$ cat src/rtl/dm_pkg.sv
// dm_pkg: shared helpers for the pipelined data memory.
//   ofs_bits_f / idx_bits_f : derive byte-offset and word-index widths
//   OFS_BITS / IDX_BITS     : those widths for the default 32-bit x 32-word build
//   byte_merge              : one byte lane of a write-first merge
//   rd_slot_t               : {valid, error, data} read-pipeline slot (default width)
package dm_pkg;

  localparam int DEF_DATA_WIDTH = 32;
  localparam int DEF_DEPTH      = 32;

  function automatic int ofs_bits_f(input int data_width);
    return (data_width / 8 > 1) ? $clog2(data_width / 8) : 0;
  endfunction

  function automatic int idx_bits_f(input int depth);
    return (depth > 1) ? $clog2(depth) : 1;
  endfunction

  localparam int OFS_BITS = ofs_bits_f(DEF_DATA_WIDTH);
  localparam int IDX_BITS = idx_bits_f(DEF_DEPTH);

  // Merge is defined per byte lane so it works for any DATA_WIDTH; the
  // caller applies it across all lanes of a word.
  function automatic logic [7:0] byte_merge(input logic [7:0] old_b,
                                            input logic [7:0] new_b,
                                            input logic       be);
    return be ? new_b : old_b;
  endfunction

  // Slot layout for the default width; dm_read_pipe rebuilds the same
  // layout at its own DATA_WIDTH.
  typedef struct packed {
    logic                      valid;
    logic                      error;
    logic [DEF_DATA_WIDTH-1:0] data;
  } rd_slot_t;

endpackage

$ cat src/rtl/dm_read_pipe.sv
// dm_read_pipe: LATENCY-stage delay line of {valid, error, data} slots.
//   clk, rst (async, active-high)
//   in_valid/in_error/in_data    : slot launched at the current edge
//   out_valid/out_error/out_data : slot leaving the last stage
// A stage's data only loads when the slot behind it is valid, so out_data
// holds the last delivered value while out_valid is low.
module dm_read_pipe
  import dm_pkg::*;
#(
  parameter int DATA_WIDTH = 32,
  parameter int LATENCY    = 1
) (
  input  logic                  clk,
  input  logic                  rst,
  input  logic                  in_valid,
  input  logic                  in_error,
  input  logic [DATA_WIDTH-1:0] in_data,
  output logic                  out_valid,
  output logic                  out_error,
  output logic [DATA_WIDTH-1:0] out_data
);

  typedef struct packed {
    logic                  valid;
    logic                  error;
    logic [DATA_WIDTH-1:0] data;
  } slot_t;

  slot_t stage_q [LATENCY];

  always_ff @(posedge clk or posedge rst) begin
    if (rst) begin
      for (int k = 0; k < LATENCY; k++) stage_q[k] <= '0;
    end else begin
      stage_q[0].valid <= in_valid;
      stage_q[0].error <= in_error;
      if (in_valid) stage_q[0].data <= in_data;
      for (int k = 1; k < LATENCY; k++) begin
        stage_q[k].valid <= stage_q[k-1].valid;
        stage_q[k].error <= stage_q[k-1].error;
        if (stage_q[k-1].valid) stage_q[k].data <= stage_q[k-1].data;
      end
    end
  end

  assign out_valid = stage_q[LATENCY-1].valid;
  assign out_error = stage_q[LATENCY-1].error;
  assign out_data  = stage_q[LATENCY-1].data;

endmodule

$ cat src/rtl/data_memory_pipelined.sv
// data_memory_pipelined: byte-addressed data memory for the MEM stage.
//   clk, rst (async, active-high)
//   Mem_read, Mem_write, Mem_address : request (one shared byte address)
//   Write_data, Byte_en              : store data and per-byte enables
//   Read_Data, Read_valid            : load response, READ_LATENCY after request
//   Mem_error                        : fault strobe in the response slot
// Handshake: there is no ready. Every request sampled on a rising edge is
// accepted; Read_valid is a one-cycle strobe per accepted read and the
// consumer cannot stall it. Read_Data is meaningful only with Read_valid.
module data_memory_pipelined
  import dm_pkg::*;
#(
  parameter int DATA_WIDTH   = 32,
  parameter int DEPTH        = 32,
  parameter int ADDR_WIDTH   = 32,
  parameter int READ_LATENCY = 1
) (
  input  logic                    clk,
  input  logic                    rst,
  input  logic                    Mem_read,
  input  logic                    Mem_write,
  input  logic [ADDR_WIDTH-1:0]   Mem_address,
  input  logic [DATA_WIDTH-1:0]   Write_data,
  input  logic [DATA_WIDTH/8-1:0] Byte_en,
  output logic [DATA_WIDTH-1:0]   Read_Data,
  output logic                    Read_valid,
  output logic                    Mem_error
);

  localparam int NB  = DATA_WIDTH / 8;
  localparam int OFS = ofs_bits_f(DATA_WIDTH);
  localparam int IDX = idx_bits_f(DEPTH);

  // Array contents are never reset; written_q masks stale words instead.
  logic [DATA_WIDTH-1:0]   mem_q [DEPTH];
  logic [DEPTH-1:0]        written_q;
  logic                    wr_err_q;

  logic [ADDR_WIDTH-OFS-1:0] word_sel;
  logic [IDX-1:0]            idx;
  logic                      misaligned;
  logic                      out_of_range;
  logic                      fault;
  logic                      wr_en;
  logic [DATA_WIDTH-1:0]     base_word;
  logic [DATA_WIDTH-1:0]     merged_word;
  logic [DATA_WIDTH-1:0]     rd_word;
  logic                      pipe_error;

  assign word_sel     = Mem_address[ADDR_WIDTH-1:OFS];
  assign idx          = word_sel[IDX-1:0];
  assign out_of_range = (word_sel >= (ADDR_WIDTH-OFS)'(DEPTH));

  generate
    if (OFS > 0) begin : g_align
      assign misaligned = |Mem_address[OFS-1:0];
    end else begin : g_no_align
      assign misaligned = 1'b0;
    end
  endgenerate

  assign fault = misaligned | out_of_range;
  // An all-zero Byte_en is a no-op and must not mark the word written.
  assign wr_en = Mem_write & ~fault & (|Byte_en);

  // Unwritten words read as zero, so partial writes zero-fill other lanes.
  assign base_word = written_q[idx] ? mem_q[idx] : '0;

  always_comb begin
    merged_word = base_word;
    for (int i = 0; i < NB; i++) begin
      merged_word[8*i +: 8] = byte_merge(base_word[8*i +: 8], Write_data[8*i +: 8], Byte_en[i]);
    end
  end

  // Write-first: a same-cycle write to the same word is visible to the read.
  assign rd_word = fault ? '0 : (wr_en ? merged_word : base_word);

  always_ff @(posedge clk) begin
    if (wr_en) mem_q[idx] <= merged_word;
  end

  always_ff @(posedge clk or posedge rst) begin
    if (rst) begin
      written_q <= '0;
      wr_err_q  <= 1'b0;
    end else begin
      if (wr_en) written_q[idx] <= 1'b1;
      // A faulting read+write reports once, in the read slot.
      wr_err_q <= Mem_write & ~Mem_read & fault;
    end
  end

  dm_read_pipe #(
    .DATA_WIDTH (DATA_WIDTH),
    .LATENCY    (READ_LATENCY)
  ) u_read_pipe (
    .clk       (clk),
    .rst       (rst),
    .in_valid  (Mem_read),
    .in_error  (Mem_read & fault),
    .in_data   (rd_word),
    .out_valid (Read_valid),
    .out_error (pipe_error),
    .out_data  (Read_Data)
  );

  assign Mem_error = pipe_error | wr_err_q;

endmodule

$ cat config.mk
export PLATFORM = sky130hd
export DESIGN_NAME = data_memory_pipelined
export DESIGN_NICKNAME = d
export VERILOG_FILES = /design/src/rtl/dm_pkg.sv /design/src/rtl/dm_read_pipe.sv /design/src/rtl/data_memory_pipelined.sv
export SDC_FILE = /design/constraint.sdc
export NUM_CORES = 1
export LEC_CHECK = 0
export CORE_ASPECT_RATIO = 1.25
export CORE_UTILIZATION = 59
export CTS_CLUSTER_SIZE = 14
export DETAILED_ROUTE_END_ITERATION = 8
export HOLD_SLACK_MARGIN = 0.12
export PLACE_DENSITY = 0.77
export SYNTH_ARGS = -nofsm -noshare
export SYNTH_HDL_FRONTEND = slang
export SYNTH_HIERARCHICAL = 1
export SYNTH_SLANG_ARGS = --single-unit
$ cat constraint.sdc
create_clock -name clk -period 8.1 [get_ports clk]
set_clock_uncertainty 0.2 [all_clocks]
set_input_delay 1.215 -clock clk [delete_from_list [all_inputs] [get_ports clk]]
set_output_delay 1.215 -clock clk [all_outputs]
set_load 0.01 [all_outputs]
==> results of run 1 <==
synth_stat cells, drive strengths merged:
master | number | area share (%)
a221oi | 1 | 0.035
buf | 87 | 1.2
nor3 | 1 | 0.012
nand3 | 33 | 0.39
mux2i | 528 | 12
nand4 | 2 | 0.029
nor2b | 3 | 0.044
a22o | 5 | 0.10
or2 | 9 | 0.13
o21bai | 24 | 0.42
nand3b | 2 | 0.035
and4 | 1 | 0.021
or4 | 2 | 0.035
edfxtp | 1024 | 72
a21oi | 27 | 0.32
nand4bb | 5 | 0.13
or4bb | 1 | 0.026
and2 | 5 | 0.073
o22ai | 264 | 3.9
nor4 | 73 | 1.1
nor3b | 1 | 0.018
nand2 | 131 | 1.2
nor2 | 35 | 0.31
mux2 | 32 | 1.1
or4b | 4 | 0.094
clkbuf | 67 | 0.59
dfrtp | 67 | 3.9
inv | 3 | 0.026
o21ai | 32 | 0.37
nand4b | 4 | 0.082
through the flow:
step	utilization, %	area, um2	std cells
2_1_floorplan	-	42700	2473
3_3_place_gp	63.4	45100	3455
3_5_place_dp	63.5	45200	3457
4_1_cts	68.0	48400	3637
5_1_grt	68.0	48400	3637
6_report	68.0	48400	3637
cell type report:
cell class	instances	area, um2	area share [%]
sequential	1091	32400	67.0
inverter	3	11.3	0.0233
tap	943	1180	2.44
clock inverter	51	531	1.10
clock buffer	129	2670	5.52
multi-input combinational	1225	9790	20.2
timing repair buffer	195	1780	3.67
cell usage in the layout (no fill, tap or decap), types with 10 or more instances in the layout:
cell type        synthesis  routed
bufinv_16                0      10
dfrtp_1                 67      67
nand2_1                130     130
clkinv_2                 0      17
mux2i_1                528     528
o21bai_1                24      24
nor2_4                   0      32
edfxtp_1              1024    1024
clkbuf_1                66      24
o21ai_1                  0      32
a21oi_1                 27      27
o22ai_1                263     263
buf_4                    2      86
clkbuf_16                0     101
nand3_1                 33      33
clkdlybuf4s50_1          0     103
mux2_4                  30      30
clkinv_1                 0      15
nor4_1                  71      71
flip-flops by register name, summed over array words and instances (netlist names):
name / count
mem_q: 1024
u_read_pipe/out_data: 32
u_read_pipe/out_error: 1
u_read_pipe/out_valid: 1
wr_err_q: 1
written_q: 32
worst max path at each step:
stage / from / to / slack [ns] / cells past startpoint
2_1_floorplan: Mem_address[3] / mem_q[0][30] / 3.58 / 9
3_3_place_gp: Mem_address[16] / mem_q[11][17] / 2.19 / 8
3_5_place_dp: Mem_address[17] / mem_q[5][1] / 2.27 / 9
4_1_cts: Mem_address[17] / mem_q[5][4] / 2.96 / 9
5_1_grt: Mem_address[17] / mem_q[5][7] / 2.68 / 9
6_report: Mem_address[17] / mem_q[1][29] / 2.92 / 9
power by group through the flow:
| stage | combinational [W] | clock, W | sequential (W) |
|---|---|---|---|
| 2_1_floorplan | 0.000301 | 0 | 0.00629 |
| 3_3_place_gp | 0.000485 | 0 | 0.00628 |
| 3_5_place_dp | 0.000494 | 0 | 0.00628 |
| 4_1_cts | 0.000497 | 0.00465 | 0.00616 |
| 5_1_grt | 0.000528 | 0.00487 | 0.00616 |
| 6_report | 0.000504 | 0.00463 | 0.00616 |
critical path, stage by stage:
cell and delay (ns):
clkdlybuf4s50_1 0.40, nor4_1 0.26, and4_1 0.22, nand4_1 0.11
buf_4 0.33, nor2_1 0.26, nand3b_1 0.84, nor2_4 1.30
buf_4 0.37
metal layers:
metal  up-vias  track usage (%)
li1      10100                -
met1     12000             37.5
met2      1398             50.3
met3       296             4.41
met4         0             15.1
met5         -                0
cells by family after synthesis:
kind of cell / synth area share, %
buffers and inverters: 1.77
muxes: 13.5
DFF: 75.9
and+or+nand+nor: 3.69
AOI/OAI and AO/OA: 5.13
==> summary.md, run 1 <==
| Metric | Value |
|---|---|
| Outcome | complete, but fails checks |
| Failing checks | max-capacitance violations |
| Iter 0 DRT Violations | 2873 |
| Postcts setup bufs | 0 |
| Comb pwr share | 4.5% |
| Avg Cell Area, Syn | 17.3 um2 |
| Clock tree buffer depth | 3 |
| FF+latch count, synth | 1091 |
| Worst setup slack after placement | 2.27 ns |
| Num CTS Buffers | 99 |
| Unrepaired setup endpoints after global routing | false |
| Register-to-Register Path Depth | 7 |
| CTS tree | done |
| Initial antenna violation count | 1 |
| Worst-path fanout max | 32 |
| Avg WL per Cell | 29.6 um |
| Area Overhead vs Synth | 13.3% |
| Cells after Synth | 2473 |
| Pre-Repair DR Iteration Count | 5 |
| Critical path launch point type | input port |
| Routed WL | 108000 um |
| Core Rows | 109 |
| Setup slack, reg-to-reg | 4.90 ns |
| Relative slew slack | 0.425% |
| Met2 routed WL | 53700 um |
| Number of distinct library cells after synthesis | 40 |
| Ys Warns | 6 |
| Final setup fails | 0 |
| Synthesized Nets | 2545 |
| Clock tree root driver cell | clkbuf_16 |
| Setup CP Type | in2reg |
| Htree depth | 3 |
| Worst Max-Slew Pin Slew | 1.49 ns |
| Post-CTS sizing | 0 |
| Initial Util | 60.0% |
| Critical path data arrival time | 5.33 ns |
| Max Freq | 193 MHz |
| Worst-path clk slew | 0.06 ns |
| Clock network fraction of design power | 41.0% |
| Total track usage | 29.6% |
| Register share of total power | 54.5% |
| Overflow after GRT | 0 |
| Layout cell share with drive strength beyond 1 | 11.7% |
| Cell Pwr Density | 233 mW/mm2 |
| DRC viols | 0 |
| Hold_sp | written_q[0] |
| Hold endpoint | written_q[0] |
| Core ar. | 0.0712 mm2 |
| Hold path depth | 1 |
| Final Max Slew Viols | 0 |
| Met3 WL post-DR | 9170 um |
| Setup TNS | 0 ns |
| Routed Antenna Nets | 0 |
| Clk sinks | 1091 |
| Mapped cell area | 0.0427 mm2 |
| P_sw | 0.00232 W |
| Final Hold Viols | 0 |
| CP endpoint kind | register |
| Clk_lat worst skew | 0.66 ns |
| Die H | 303 um |
| Wl on met1 | 39300 um |
| Top Metal Used | met4 |
| First-pass GRT wire length | 157000 um |
| Vias | 23.9k |
| Fin nets | 2687 |
| FF-to-FF Start | written_q[21] |
| Max Cap Viol | 1 |
| Hold Path Class | reg2reg |
| Detail Placement HPWL | 60900 um |
| Reg2reg end | mem_q[11][9] |
| Hold Slack | 0.269 ns |
| Max IR drop VDD | 198 uV |
| Buffers on Ports | 105 |
| Die ar. | 0.0735 mm2 |
| Pin count of the biggest net entering global routing | 135 |
| Pleak | 16.0 nW |
| Sw Share | 20.5% |
| CP required | 8.26 ns |
| Io pins | 106 |
| Register area share after synthesis | 75.9% |
| Min cycle time layout | 5.18 ns |
| Die Wd | 243 um |
| Total power | 0.0113 W |
| Diode count | 0 |
| Final worst setup slack | 2.92 ns |
| Placer congestion estimate | 0.864 |
| Vias in the first global route | 24.0k |
| Via density | 6.56 |
| Tcrit/Tclk final | 63.9% |
| Hold Buf Count CTS | 0 |
| Internal power | 0.00898 W |
| Fillcell total | 4524 |
Note: power is estimated with default switching activity, not from simulation.
==> run 2: changes to the inputs <==
--- a/config.mk
+++ b/config.mk
@@ -6,11 +6,11 @@
 export NUM_CORES = 1
 export LEC_CHECK = 0
 export CORE_ASPECT_RATIO = 1.25
-export CORE_UTILIZATION = 59
+export CORE_UTILIZATION = 56
 export CTS_CLUSTER_SIZE = 14
 export DETAILED_ROUTE_END_ITERATION = 8
 export HOLD_SLACK_MARGIN = 0.12
-export PLACE_DENSITY = 0.77
+export PLACE_DENSITY = 0.76
 export SYNTH_ARGS = -nofsm -noshare
 export SYNTH_HDL_FRONTEND = slang
 export SYNTH_HIERARCHICAL = 1
==> constraint.sdc (replaced) <==
create_clock -name clk -period 4.4 [get_ports clk]
set_clock_uncertainty 0.2 [all_clocks]
set_input_delay 0.66 -clock clk [delete_from_list [all_inputs] [get_ports clk]]
set_output_delay 0.66 -clock clk [all_outputs]
set_load 0.01 [all_outputs]
==> run 2 against run 1 <==
  * The run now ends clean
  * Design area up 2.1%
  * Sequential share of layout area is 1.4 points lower
  * Non-clock buffer count increased by 79
  * Die area up 5.3%
  * Worst setup slack got worse by 2.2 ns
  * Sequential power grew 83%
  * Register-to-register slack worse by 3.4 ns
  * Via count grew 3.1%
  * Clock power increased by 81%
  * Global-route usage fell by 1.1 points
  * First-iteration DRC count is 4.4% lower
  * Wire length grew 2.9%
  * Critical path type unchanged
==> summary.md, run 2 (same netlist as run 1, synthesis figures left out) <==
| Metric | Value |
|---|---|
| Outcome | finished, final reports clean (was complete, but fails checks) |
| Die ar. | 0.0774 mm2 (was 0.0735 mm2) |
| Non-Filler Instances | 3741 (was 3637) |
| Fin nets | 2765 (was 2687) |
| Hold Buf Count CTS | 0 (unchanged) |
| Clk sinks | 1091 (unchanged) |
| Postcts setup bufs | 0 (unchanged) |
| Setup TNS | 0 ns (unchanged) |
| Clk_lat worst skew | 0.68 ns (was 0.66 ns) |
| Relative slew slack | 20.9% (was 0.425%) |
| Die Wd | 249 um (was 243 um) |
| CP required | 4.60 ns (was 8.26 ns) |
| Total track usage | 28.5% (was 29.6%) |
| Tcrit/Tclk final | 82.8% |
| Total power | 0.0207 W (was 0.0113 W) |
| Crit path max-delay cell type | clkdlybuf4s50_1 (was nor2_4) |
| Max Cap Viol | 0 (was 1) |
| Hold Path Class | in2async (was reg2reg) |
| Cell Pwr Density | 418 mW/mm2 (was 233 mW/mm2) |
| Post-CTS sizing | 0 (unchanged) |
| CTS tree | done (unchanged) |
| Htree depth | 3 (unchanged) |
| Critical path launch point type | input port (unchanged) |
| Initial antenna violation count | 1 (unchanged) |
| Pleak | 16.5 nW (was 16.0 nW) |
| Core ar. | 0.0751 mm2 (was 0.0712 mm2) |
| Vias in the first global route | 24.4k (was 24.0k) |
| Placed cell count | 3562 (was 3457) |
| Avg WL per Cell | 29.6 um (about the same) |
| Final Hold Viols | 0 (unchanged) |
| Largest register FFs | 1024 (unchanged) |
| Iter 0 DRT Violations | 2748 (was 2873) |
| Unrepaired setup endpoints after global routing | false (unchanged) |
| Min cycle time layout | 3.64 ns |
| Max Freq | 275 MHz |
| CP cell instances | clkdlybuf4s50_1, nand4bb_2, o22ai_1, nor4_2, nand2_4, buf_12, nand2_1, o21ai_1, buf_4 (was clkdlybuf4s50_1, nor4_1, and4_1, nand4_1, buf_4, nor2_1, nand3b_1, nor2_4, buf_4) |
| Clock tree root driver cell | clkbuf_16 (unchanged) |
| Buffers on Ports | 105 (unchanged) |
| Layout cell share with drive strength beyond 1 | 14.2% (was 11.7%) |
| Final Max Slew Viols | 0 (unchanged) |
| Diode count | 0 (unchanged) |
| Detail Placement HPWL | 62600 um (was 60900 um) |
| Io pins | 106 (unchanged) |
| Slowest Stage Delay on Critical Path | 0.92 ns (was 1.30 ns) |
| Commonest cells after routing, fill and taps aside | edfxtp_1, mux2i_1, o22ai_1 (unchanged) |
| Num CTS Buffers | 98 (was 99) |
| Routed Antenna Nets | 0 (unchanged) |
| Clock tree buffer depth | 3 (unchanged) |
| Initial Util | 56.9% (was 60.0%) |
| Worst-path clk slew | 0.06 ns (about the same) |
| Pre-Repair DR Iteration Count | 6 (was 5) |
| Setup CP Type | in2reg (unchanged) |
| Worst-path fanout max | 29 (was 32) |
| Worst Max-Slew Pin Slew | 1.19 ns (was 1.49 ns) |
| Via density | 6.58 (was 6.56) |
| Largest Register | mem_q (unchanged) |
| Commonest non-fill, non-tap cell in the layout | edfxtp_1 (unchanged) |
| Critical path data arrival time | 3.85 ns (was 5.33 ns) |
| Placer congestion estimate | 0.834 (was 0.864) |
| Die H | 311 um (was 303 um) |
| Fillcell total | 4883 (was 4524) |
| Routed WL | 111000 um (was 108000 um) |
| Hold Slack | 0.248 ns (was 0.269 ns) |
| Final setup fails | 0 (unchanged) |
| Vias | 24.6k (was 23.9k) |
| Area Overhead vs Synth | 15.7% (was 13.3%) |
| Pin count of the biggest net entering global routing | 74 (was 135) |
| Overflow after GRT | 0 (unchanged) |
| Core Rows | 112 (was 109) |
| First-pass GRT wire length | 160000 um (was 157000 um) |
| CP endpoint kind | register (unchanged) |
| DRC viols | 0 (unchanged) |
| Max IR drop VDD | 331 uV (was 198 uV) |
run 2: cell count changes in the layout (fill, tap and decap cells not counted), sizes merged:
cell      delta
clkbuf      +11
clkinvlp     -2
clkinv       -6
buf         +79
inv          -1
bufinv       -3
run 2: worst paths after layout:
| check | startpoint | end | slack [ns] | cells past startpoint |
|---|---|---|---|---|
| setup / recovery | Mem_address[6] | mem_q[3][26] | 0.76 | 9 |
| hold / removal | rst | wr_err_q | 0.25 | 3 |
| setup reg to reg | written_q[5] | mem_q[3][26] | 1.46 | 8 |
| hold reg to reg | written_q[0] | written_q[0] | 0.28 | 1 |
| max in group asynchronous | rst | u_read_pipe/out_data[26] | 2.80 | 2 |
| min in group clk | Mem_read | u_read_pipe/out_error | 0.26 | 2 |
run 2: power by group:
part / total (W) / internal [W] / switching, W / leakage, nW
logic: 0.000945 / 0.000347 / 0.000598 / 6.02
registers: 0.0113 / 0.0113 / 0.000000345 / 8.96
clock network: 0.00839 / 0.00473 / 0.00366 / 1.53
run 2: metrics by stage:
stage          setup WS, ns  cell area (um2)  util (%)
3_5_place_dp          0.196            46300      61.6
6_report              0.757            49400      65.8
3_3_place_gp          0.320            46300      61.6
2_1_floorplan         0.432            42700         -
4_1_cts               0.867            49400      65.8
5_1_grt               0.691            49400      65.8
run 2: critical path: cells and delay by family:
family                 cells  cell delay, ns
AO/OA/AOI/OAI              2            0.25
buffers and inverters      3            1.46
AND/OR/NAND/NOR            4            1.44
run 2: final cells by class:
type	count	area, um2	area share [%]
flip-flops and latches	1091	32400	65.6
multi-input cells	1225	9800	19.8
repair buffers	274	2820	5.71
clock buffers	140	2720	5.51
well taps	969	1210	2.45
clock inverters	39	412	0.833
inverters	3	11.3	0.0228
run 2: layer usage:
| metal | track usage [%] | up-vias | share of wire, % |
|---|---|---|---|
| met5 | 0 | - | 0 |
| met3 | 4.94 | 334 | 10 |
| met4 | 13.3 | 0 | 4.7 |
| li1 | - | 10300 | - |
| met2 | 48.1 | 1523 | 50 |
| met1 | 36.1 | 12400 | 36 |
